File: config.mk
export PLATFORM = sky130hd
export DESIGN_NAME = mem_arbiter
export DESIGN_NICKNAME = d
export VERILOG_FILES = /design/src/rtl/mem_arbiter.sv
export SDC_FILE = /design/constraint.sdc
export NUM_CORES = 1
export LEC_CHECK = 0
export ABC_CLOCK_PERIOD_IN_PS = 2600
export BUFFER_PORTS_ARGS = -buffer_cell sky130_fd_sc_hd__buf_4
export CORE_AREA = 2 2 105 107
export CTS_CLUSTER_SIZE = 14
export DETAILED_ROUTE_END_ITERATION = 12
export DIE_AREA = 0 0 107 109
export GPL_ROUTABILITY_DRIVEN = 0
export PLACE_DENSITY = 0.82
export RECOVER_POWER = 100
export SLEW_MARGIN = 10
export SYNTH_ARGS = -nofsm -noshare
export SYNTH_HDL_FRONTEND = slang
export SYNTH_SLANG_ARGS = --single-unit
File: constraint.sdc
create_clock -name clk -period 2.6 [get_ports clk]
set_clock_uncertainty 0.2 [all_clocks]
set_input_delay 0.52 -clock clk [delete_from_list [all_inputs] [get_ports clk]]
set_output_delay 0.52 -clock clk [all_outputs]
set_load 0.01 [all_outputs]
File: src/rtl/mem_arbiter.sv
// mem_arbiter: shares one memory port between fetch and data requesters; optional starvation guard via ARB_STARVE_GUARD_EN
module mem_arbiter #(
  parameter int MAXDSTREAK = 4
) (
  input  logic        clk,
  input  logic        reset_n,
  input  logic        i_req,
  input  logic [31:0] i_addr,
  output logic [31:0] i_rdata,
  output logic        i_done,
  input  logic        d_req,
  input  logic        d_we,
  input  logic [3:0]  d_wmask,
  input  logic [31:0] d_addr,
  input  logic [31:0] d_wdata,
  output logic [31:0] d_rdata,
  output logic        d_done,
  output logic        m_req,
  output logic        m_we,
  output logic [3:0]  m_wmask,
  output logic [31:0] m_addr,
  output logic [31:0] m_wdata,
  input  logic        m_ready,
  input  logic [31:0] m_rdata,
  output logic        busy
);
  typedef enum logic [1:0] {IDLE, IACC, DACC} state_t;
  state_t state, nxt;
  logic [31:0] addr_q, wdata_q;
  logic [3:0] wmask_q;
  logic we_q, trip, grant_d, grant_i;
  if (MAXDSTREAK < 1 || MAXDSTREAK > 7) begin : g_bad_streak
    $error("MAXDSTREAK must fit the 3-bit streak counter (1..7)");
  end
`ifdef ARB_STARVE_GUARD_EN
  logic [2:0] streak;
  assign trip = i_req && (streak == 3'(MAXDSTREAK));
  // count back-to-back data grants that left a fetch waiting
  always_ff @(posedge clk)
    if (!reset_n) streak <= '0;
    else if (grant_d) streak <= i_req ? streak + 3'd1 : '0;
    else if (grant_i) streak <= '0;
`else
  assign trip = 1'b0;
`endif
  assign grant_d = state == IDLE && nxt == DACC;
  assign grant_i = state == IDLE && nxt == IACC;
  // next state and completion strobes
  always_comb begin
    nxt = state;
    if (state == IDLE) nxt = (d_req && !trip) ? DACC : i_req ? IACC : IDLE;
    else if (m_ready) nxt = IDLE;
    i_done = state == IACC && m_ready;
    d_done = state == DACC && m_ready;
    busy = state != IDLE;
  end
  // state register and payload latched at grant
  always_ff @(posedge clk)
    if (!reset_n) begin
      state <= IDLE;
      addr_q <= '0;
      wdata_q <= '0;
      wmask_q <= '0;
      we_q <= 1'b0;
    end else begin
      state <= nxt;
      if (grant_d) begin
        addr_q <= d_addr;
        wdata_q <= d_wdata;
        wmask_q <= d_wmask;
        we_q <= d_we;
      end else if (grant_i) begin
        addr_q <= i_addr;
        wmask_q <= '0;
        we_q <= 1'b0;
      end
    end
  assign m_req = busy;
  assign m_we = busy & we_q;
  assign m_wmask = busy ? wmask_q : '0;
  assign m_addr = addr_q;
  assign m_wdata = wdata_q;
  assign i_rdata = m_rdata;
  assign d_rdata = m_rdata;
endmodule
# Word-level counts from Yosys, hierarchy flattened
# Index checks and enable logic that the tools add are counted.
[op_classes] reduce_logical=7 bitwise_logic=1 n_addsub=0 div=0 n_lt_le_gt_ge=0 eq_ne=4 mul=0 n_mux=11 n_shift=0
[op_table] op="$mux 32" n=2
[op_table] op="$mux 4" n=3
[op_table] op="$mux 2" n=3
[op_table] op="$eq 2x1->1 const B" n=2
[op_table] op="$eq 2x2->1 const B" n=2
[op_table] op="$logic_and 1x1->1" n=4
[op_table] op="$reduce_bool 2->1" n=2
[op_table] op="$mux 1" n=3
[op_table] op="$logic_not 2->1" n=1
[op_table] op="$and 1x1->1" n=1
[word_totals] latch_bits=0 ram_bits=0 n_memories=0 regBits=71 mem_bits_ro=0 inputBits=138

# Depth between registers and ports, before layout
# Gate-level depths: netlist (run 1).
[depth] ltp_word=7 ltp_mapped=5

# Worst setup path before layout (run 1)
# Ideal clock, no wire load.
[synth_path] kind="register to output" from="reg state[1]" to="out m_we" slack_ns=0.800 path_stages_with_launch=5 arrival_time_ns=1.080 path_buffers=2 cell_sequence="dfxtp_1 > or2_1 > buf_6 > buf_2 > and2_1"
[synth_via] elab_chain_cells=2
[synth_rtl] element="start, declared" line_no="28" text="state_t state, nxt;"
[synth_rtl] element="start signal, assigned" line_no="66" text="state <= nxt;"
[synth_rtl] element="$reduce_bool 2->1" line_no="55" text="busy = state != IDLE;"
[synth_rtl] element="net busy" line_no="25" text="output logic busy"
[synth_rtl] element="$and 1x1->1" line_no="79" text="assign m_we = busy & we_q;"
[synth_rtl] element="end, declared" line_no="19" text="output logic m_we,"
# The timed path passes the listed nets, and every way through them passes these cells.

# Final worst setup path (run 1)
[layout_path] from="reg state[1]" to="out m_wmask[1]"
[layout_via] elab_chain_cells=2
[layout_rtl] element="$reduce_bool 2->1" line_no="55"
[layout_rtl] element="$mux 4" line_no="80" text="assign m_wmask = busy ? wmask_q : '0;"
[layout_rtl] element="end, declared" line_no="20" text="output logic [3:0] m_wmask,"
# No other way between the ends.

==> results of run 1 <==
[state kept, by name, summed over array words and instances, names as in the netlist]
name and flops:
we_q 1, m_addr 32, state 2, m_wdata 32
wmask_q 4
[stage by stage]
step | instance area, sq um | util [%] | std cells | setup slack [ps] | hold slack (ps)
2_1_floorplan | 3660 | - | 427 | 800 | 250
3_3_place_gp | 4520 | 42.6 | 651 | 619 | 242
3_5_place_dp | 4520 | 42.6 | 651 | 554 | 247
4_1_cts | 4750 | 44.8 | 667 | 307 | 198
5_1_grt | 4470 | 42.1 | 667 | 163 | 203
6_report | 4470 | 42.1 | 667 | 376 | 235
[cell usage after synthesis, drive strengths merged]
master  count
nor2       35
dfxtp      71
nand2b      1
o21ai       5
a21boi     38
buf        88
and2        5
o21a        1
and3b       1
nor3b       2
clkbuf     11
or3b        1
nand2      70
nor2b      33
or2         1
a21oi      32
o221a      32
[routing by layer]
layer  wire length, microns  share of wire, %  up-vias  track usage (%)
met2                   4350                49      174             26.2
met1                   3690                41     1397             16.4
li1                       -                 -     1558                -
met4                     85              0.95        0             4.36
met5                      0                 0        -                0
met3                    794               8.9        7             5.44
[final cells by class]
cell class,count,area [sq um]
multi-input combinational,257,1520
clock buffer,11,151
tap,140,175
fill,1081,6140
clock inverter,5,80.1
timing repair buffer,183,1120
sequential,71,1420
[how the worst max path moves through the flow]
stage                        startpoint  slack (ps)                  endpoint
floorplan           state[1]$_SDFF_PN0_         800                      m_we
global placement                  d_req         620  m_wdata[31]$_SDFFE_PN0P_
detailed placement                d_req         550   wmask_q[1]$_SDFFE_PN0P_
CTS                 state[1]$_SDFF_PN0_         310                m_wmask[1]
global route                      d_req         160    m_addr[2]$_SDFFE_PN0P_
finish              state[1]$_SDFF_PN0_         380                m_wmask[1]
[cells by family (layout without fill, tap and decap cells)]
family / count (synthesis) / count (layout)
AND/OR/NAND/NOR: 149 / 149
AO/OA/AOI/OAI: 108 / 108
buffers and inverters: 99 / 199
flip-flops: 71 / 71
[power by group through the flow]
| stage | Sequential [W] | Combinational [W] | Clock (W) |
|---|---|---|---|
| 2_1_floorplan | 0.00130 | 0.000385 | 0 |
| 3_3_place_gp | 0.00126 | 0.000597 | 0 |
| 3_5_place_dp | 0.00126 | 0.000611 | 0 |
| 4_1_cts | 0.00124 | 0.000610 | 0.00104 |
| 5_1_grt | 0.00125 | 0.000577 | 0.00109 |
| 6_report | 0.00124 | 0.000522 | 0.000995 |
[critical path, delay by kind of cell (launching register included)]
kind,cells,cell delay [ps]
AND/OR/NAND/NOR,2,670
flip-flops,1,350
buffers and inverters,1,150
[layout by cell type, fill, tap and decap left out]
cell type | netlist | final
o221a_1 | 30 | 30
clkbuf_2 | 0 | 1
dfxtp_1 | 71 | 71
buf_4 | 67 | 114
bufinv_16 | 0 | 2
nor2_4 | 0 | 1
or3b_1 | 1 | 1
or2_2 | 0 | 1
nor3b_1 | 1 | 2
a21boi_1 | 31 | 3
a21boi_0 | 7 | 35
o21a_1 | 1 | 1
nor2_1 | 33 | 34
a21oi_1 | 32 | 32
and2_0 | 0 | 5
nor2b_1 | 33 | 33
o221a_2 | 2 | 2
clkbuf_1 | 11 | 68
and3b_1 | 1 | 1
clkinvlp_4 | 0 | 2
nand2b_1 | 1 | 1
clkbuf_8 | 0 | 11
o21ai_0 | 5 | 5
nand2_1 | 70 | 70
clkinv_2 | 0 | 1
==> summary.txt, run 1 <==
Post-DP HPWL: 6.70 mm
maxcap violations: 0
synthesized flop and latch total: 71
initial DRC count: 156
Rows: 38
worst hold path endpoint: m_wdata[14]$_SDFFE_PN0P_
Syn-to-layout area delta: 22.1%
Congestion Overflow GR: 0
Ports: 275
Max Clock Freq: 450 MHz
Hold Path Stages: 3
Sw Share: 26.5%
CP Data Arrival Time: 1500 ps
Sink Count: 71
Final Total Pwr: 0.00276 W
worst path cell trace: or2_2 -> and2_0 -> buf_4
DRT Pass-1 Iters: 4
Synth Area in Compound Gates: 22.9%
Wirelength per Cell: 13.4 microns
vias in the first global route: 2983
share of layout cells above drive strength 1: 25.6%
post-route ant nets: 0
critical path required time: 1880 ps
TritonCTS clock tree: done
slowest stage delay, CP: 440 ps
Worst Min Path Start: d_wdata[14]
Net Switching: 0.000729 W
Synth Instances: 427
mapped cell area: 3660 sq um
die width: 107 microns
initial antenna violation count: 0
Final #Nets: 660
diode count: 0
syn nets: 565
XOR/XNOR Fraction of Synth Area: 0%
largest family of logic cells by synthesized area: compound AO/OA/AOI/OAI gates
CP Capture Type: output pin
CTS buffer count: 9
cts repair resizes: 0
RSZ-0062 raised after global routing: no
flop-to-flop setup slack: 620 ps
Reg-to-Reg End: m_addr[2]$_SDFFE_PN0P_
total negative slack: 0 ps
synth top area cells: dfxtp_1 39%, buf_4 14%, o221a_1 9.2%, nand2_1 7.2%, a21boi_1 6.4%
register area share after synthesis: 38.9%
P_leak: 1.82 nW
Final Cycle Share: 85.5%
vias per cell: 4.70
CP Max Fanout: 15
Yosys top cell by area: dfxtp_1
Worst Tran Pin Value: 731 ps
Pins Over Slew Limit: 0
via count: 3136
Total GRT Usage: 14.7%
area share of fa/ha/maj cells after synthesis: 0%
CTS Buffer Depth: 2
r2r startpoint: state[1]$_SDFF_PN0_
mux share of post-synthesis cell area: 0%
status: complete, no violations
min Tclk post-route: 2220 ps
Post-Syn Area per Cell: 8.57 sq um
Hold Path Class: in -> reg
Clock power frac: 36.1%
clk_lat worst skew: 330 ps
Starting Density: 34.5%
area share of the largest cell type after synthesis: 38.9%
postcts setup bufs: 0
largest net degree at the start of global routing: 72
Worst VDD drop: 0.000287 V
CTS root buffer: clkbuf_8
combinational power share: 18.9%
die height: 109 microns
YS warnings: 0
cell depth of the worst flop-to-flop path: 3
count of different cell masters after synthesis: 25
DRC violations left: 0
core area: 10600 sq um
final hold violation count: 0
Setup CP Type: reg -> out
Die ar.: 11700 sq um
Post-Route WL: 8.92 mm
Post-CTS Hold Buffers: 0
CTS H-tree depth: 3
Pwr Density: 617 nW/um^2
Final Setup Violations: 0
global-route wire length before repair: 13.7 mm
Flop pwr share: 45.0%
critical path's slowest cell: or2_2
clk slew on worst S/H paths: 70 ps
P_int: 0.00203 W
crit path launch type: register
Slew HR: 51.3%
Buffers on Ports: 178
Simple-Gate Fraction of Synth Area: 19.3%
No activity file was read; power rests on OpenSTA's default activity.
==> inputs of run 2 (changes only) <==
--- a/config.mk
+++ b/config.mk
@@ -14,6 +14,7 @@
 export GPL_ROUTABILITY_DRIVEN = 0
 export PLACE_DENSITY = 0.82
 export RECOVER_POWER = 100
+export SETUP_SLACK_MARGIN = 0.4
 export SLEW_MARGIN = 10
 export SYNTH_ARGS = -nofsm -noshare
 export SYNTH_HDL_FRONTEND = slang
==> run 2 against run 1 <==
  * Routed wire length barely moved
  * Via count rose by 0.13%
  * First-iteration DRC count fell by 2.6%
  * Critical path depth rose by 1
  * Combinational power barely moved
  * Utilization barely moved
  * Clock power barely moved
  * Critical endpoint is now m_addr[2]$_SDFFE_PN0P_
  * Largest cell class unchanged
  * Largest power group unchanged
==> summary.txt, run 2 (synthesis gave the netlist of run 1 again) <==
CTS H-tree depth: 3 (unchanged)
Sw Share: 26.5% (about the same)
TritonCTS clock tree: done (unchanged)
Worst VDD drop: 0.000287 V (about the same)
Buffers on Ports: 178 (unchanged)
Storage cell area: 1420 sq um (unchanged)
CP Capture Type: register (was output pin)
Hold Path Class: in -> reg (unchanged)
Worst Tran Pin Value: 745 ps (was 731 ps)
Slew HR: 50.4% (was 51.3%)
die height: 109 microns (unchanged)
clk_lat worst skew: 330 ps (about the same)
via count: 3140 (was 3136)
combinational power share: 19.0% (was 18.9%)
critical path's slowest cell: nor2_4 (was or2_2)
Flop pwr share: 44.9% (was 45.0%)
multi-input logic area: 1530 sq um (was 1520 sq um)
Wirelength per Cell: 13.4 microns (about the same)
largest net degree at the start of global routing: 72 (unchanged)
area post-placement: 4520 sq um (unchanged)
critical path required time: 2680 ps (was 1880 ps)
Post-Route WL: 8.92 mm (about the same)
most common cell after layout, fill and taps aside: buf_4 (unchanged)
clk slew on worst S/H paths: 70 ps (about the same)
Final Total Pwr: 0.00276 W (about the same)
final non-filler cell area: 4470 sq um (about the same)
die width: 107 microns (unchanged)
final hold violation count: 0 (unchanged)
Starting Density: 34.5% (unchanged)
postcts setup bufs: 0 (unchanged)
slowest stage delay, CP: 600 ps (was 440 ps)
vias per cell: 4.71 (was 4.70)
diode count: 0 (unchanged)
Pwr Density: 617 nW/um^2 (about the same)
status: complete, no violations (unchanged)
commonest non-fill, non-tap cells in the layout: 114 x buf_4, 71 x dfxtp_1, 70 x nand2_1 (unchanged)
CTS root buffer: clkbuf_8 (unchanged)
Syn-to-layout area delta: 22.2% (was 22.1%)
worst path cell trace: clkbuf_2 -> nor2_2 -> nor2_4 -> o221a_1 (was or2_2 -> and2_0 -> buf_4)
Final Cycle Share: 81.7% (was 85.5%)
DRT Pass-1 Iters: 4 (unchanged)
Finished Core Util: 42.2% (was 42.1%)
CP Max Fanout: 48 (was 15)
DRC violations left: 0 (unchanged)
Total GRT Usage: 14.7% (unchanged)
CP Data Arrival Time: 2200 ps (was 1500 ps)
core area: 10600 sq um (unchanged)
Net Switching: 0.000730 W (was 0.000729 W)
Pins Over Slew Limit: 0 (unchanged)
Max Clock Freq: 471 MHz (was 450 MHz)
Post-CTS Hold Buffers: 0 (unchanged)
Rows: 38 (unchanged)
initial DRC count: 152 (was 156)
Post-DP HPWL: 6.70 mm (unchanged)
Setup CP Type: in -> reg (was reg -> out)
Ports: 275 (unchanged)
vias in the first global route: 2983 (unchanged)
total negative slack: 0 ps (unchanged)
global-route wire length before repair: 13.7 mm (unchanged)
Congestion Overflow GR: 0 (unchanged)
crit path launch type: input port (was register)
Die ar.: 11700 sq um (unchanged)
min Tclk post-route: 2120 ps (was 2220 ps)
RSZ-0062 raised after global routing: no (unchanged)
cell depth of the worst flop-to-flop path: 3 (unchanged)
initial antenna violation count: 0 (unchanged)
Filler cells: 1078 (was 1081)
maxcap violations: 0 (unchanged)
share of layout cells above drive strength 1: 25.8% (was 25.6%)
Sink Count: 71 (unchanged)
Final #Nets: 660 (unchanged)
post-route ant nets: 0 (unchanged)
Clock power frac: 36.1% (about the same)
CTS Buffer Depth: 2 (unchanged)
Final Setup Violations: 0 (unchanged)
Hold Path Stages: 3 (unchanged)
P_int: 0.00203 W (about the same)
CTS buffer count: 9 (unchanged)
P_leak: 1.82 nW (about the same)
## run 2: cell counts in the layout (fill, tap and decap cells not counted)
Identical to the previous run, type by type.
## run 2: stage by stage
step	instances	hold WS [ps]	worst slack, ps
after floorplan	427	250	800
after CTS	667	198	443
after detailed placement	651	247	554
final	667	234	477
after global routing	667	203	291
after global placement	651	242	619
## run 2: what timing repair did
action,in CTS,in global routing
cloned,0,0
resized for setup,1,0
pin swaps,0,1
endpoints found under the setup margin,5,1
## run 2: worst max-delay path, delay by kind of cell
kind                   cells  cell delay [ps]
AO/OA/AOI/OAI              1              300
buffers and inverters      1              570
AND/OR/NAND/NOR            2              790
## run 2: cell type report
class / count / area share, %
Tap cell: 140 / 3.92
Clock inverter: 5 / 1.79
Clock buffer: 11 / 3.39
Sequential cell: 71 / 31.8
Multi-Input combinational cell: 257 / 34.2
Timing Repair Buffer: 183 / 25.0
## run 2: metal layers
| metal | GRT usage (%) | part of all wire (%) | vias to the layer above |
|---|---|---|---|
| met2 | 26.2 | 49 | 173 |
| met1 | 16.4 | 41 | 1401 |
| met4 | 4.36 | 1.0 | 0 |
| met3 | 5.44 | 8.9 | 8 |
| li1 | - | - | 1558 |
| met5 | 0 | 0 | - |
## run 2: final timing paths
path / startpoint / end / slack, ps
setup / recovery: d_req / m_addr[2]$_SDFFE_PN0P_ / 480
hold / removal: d_wdata[14] / m_wdata[14]$_SDFFE_PN0P_ / 230
setup reg to reg: state[0]$_SDFF_PN0_ / m_addr[2]$_SDFFE_PN0P_ / 750
hold reg to reg: m_wdata[24]$_SDFFE_PN0P_ / m_wdata[24]$_SDFFE_PN0P_ / 260
## run 2: power by group through the flow
stage	registers, W	logic (W)	clock network (W)
after floorplan	0.00130	0.000385	0
after global placement	0.00126	0.000597	0
after detailed placement	0.00126	0.000611	0
after CTS	0.00124	0.000612	0.00104
after global routing	0.00125	0.000579	0.00109
final	0.00124	0.000524	0.000995
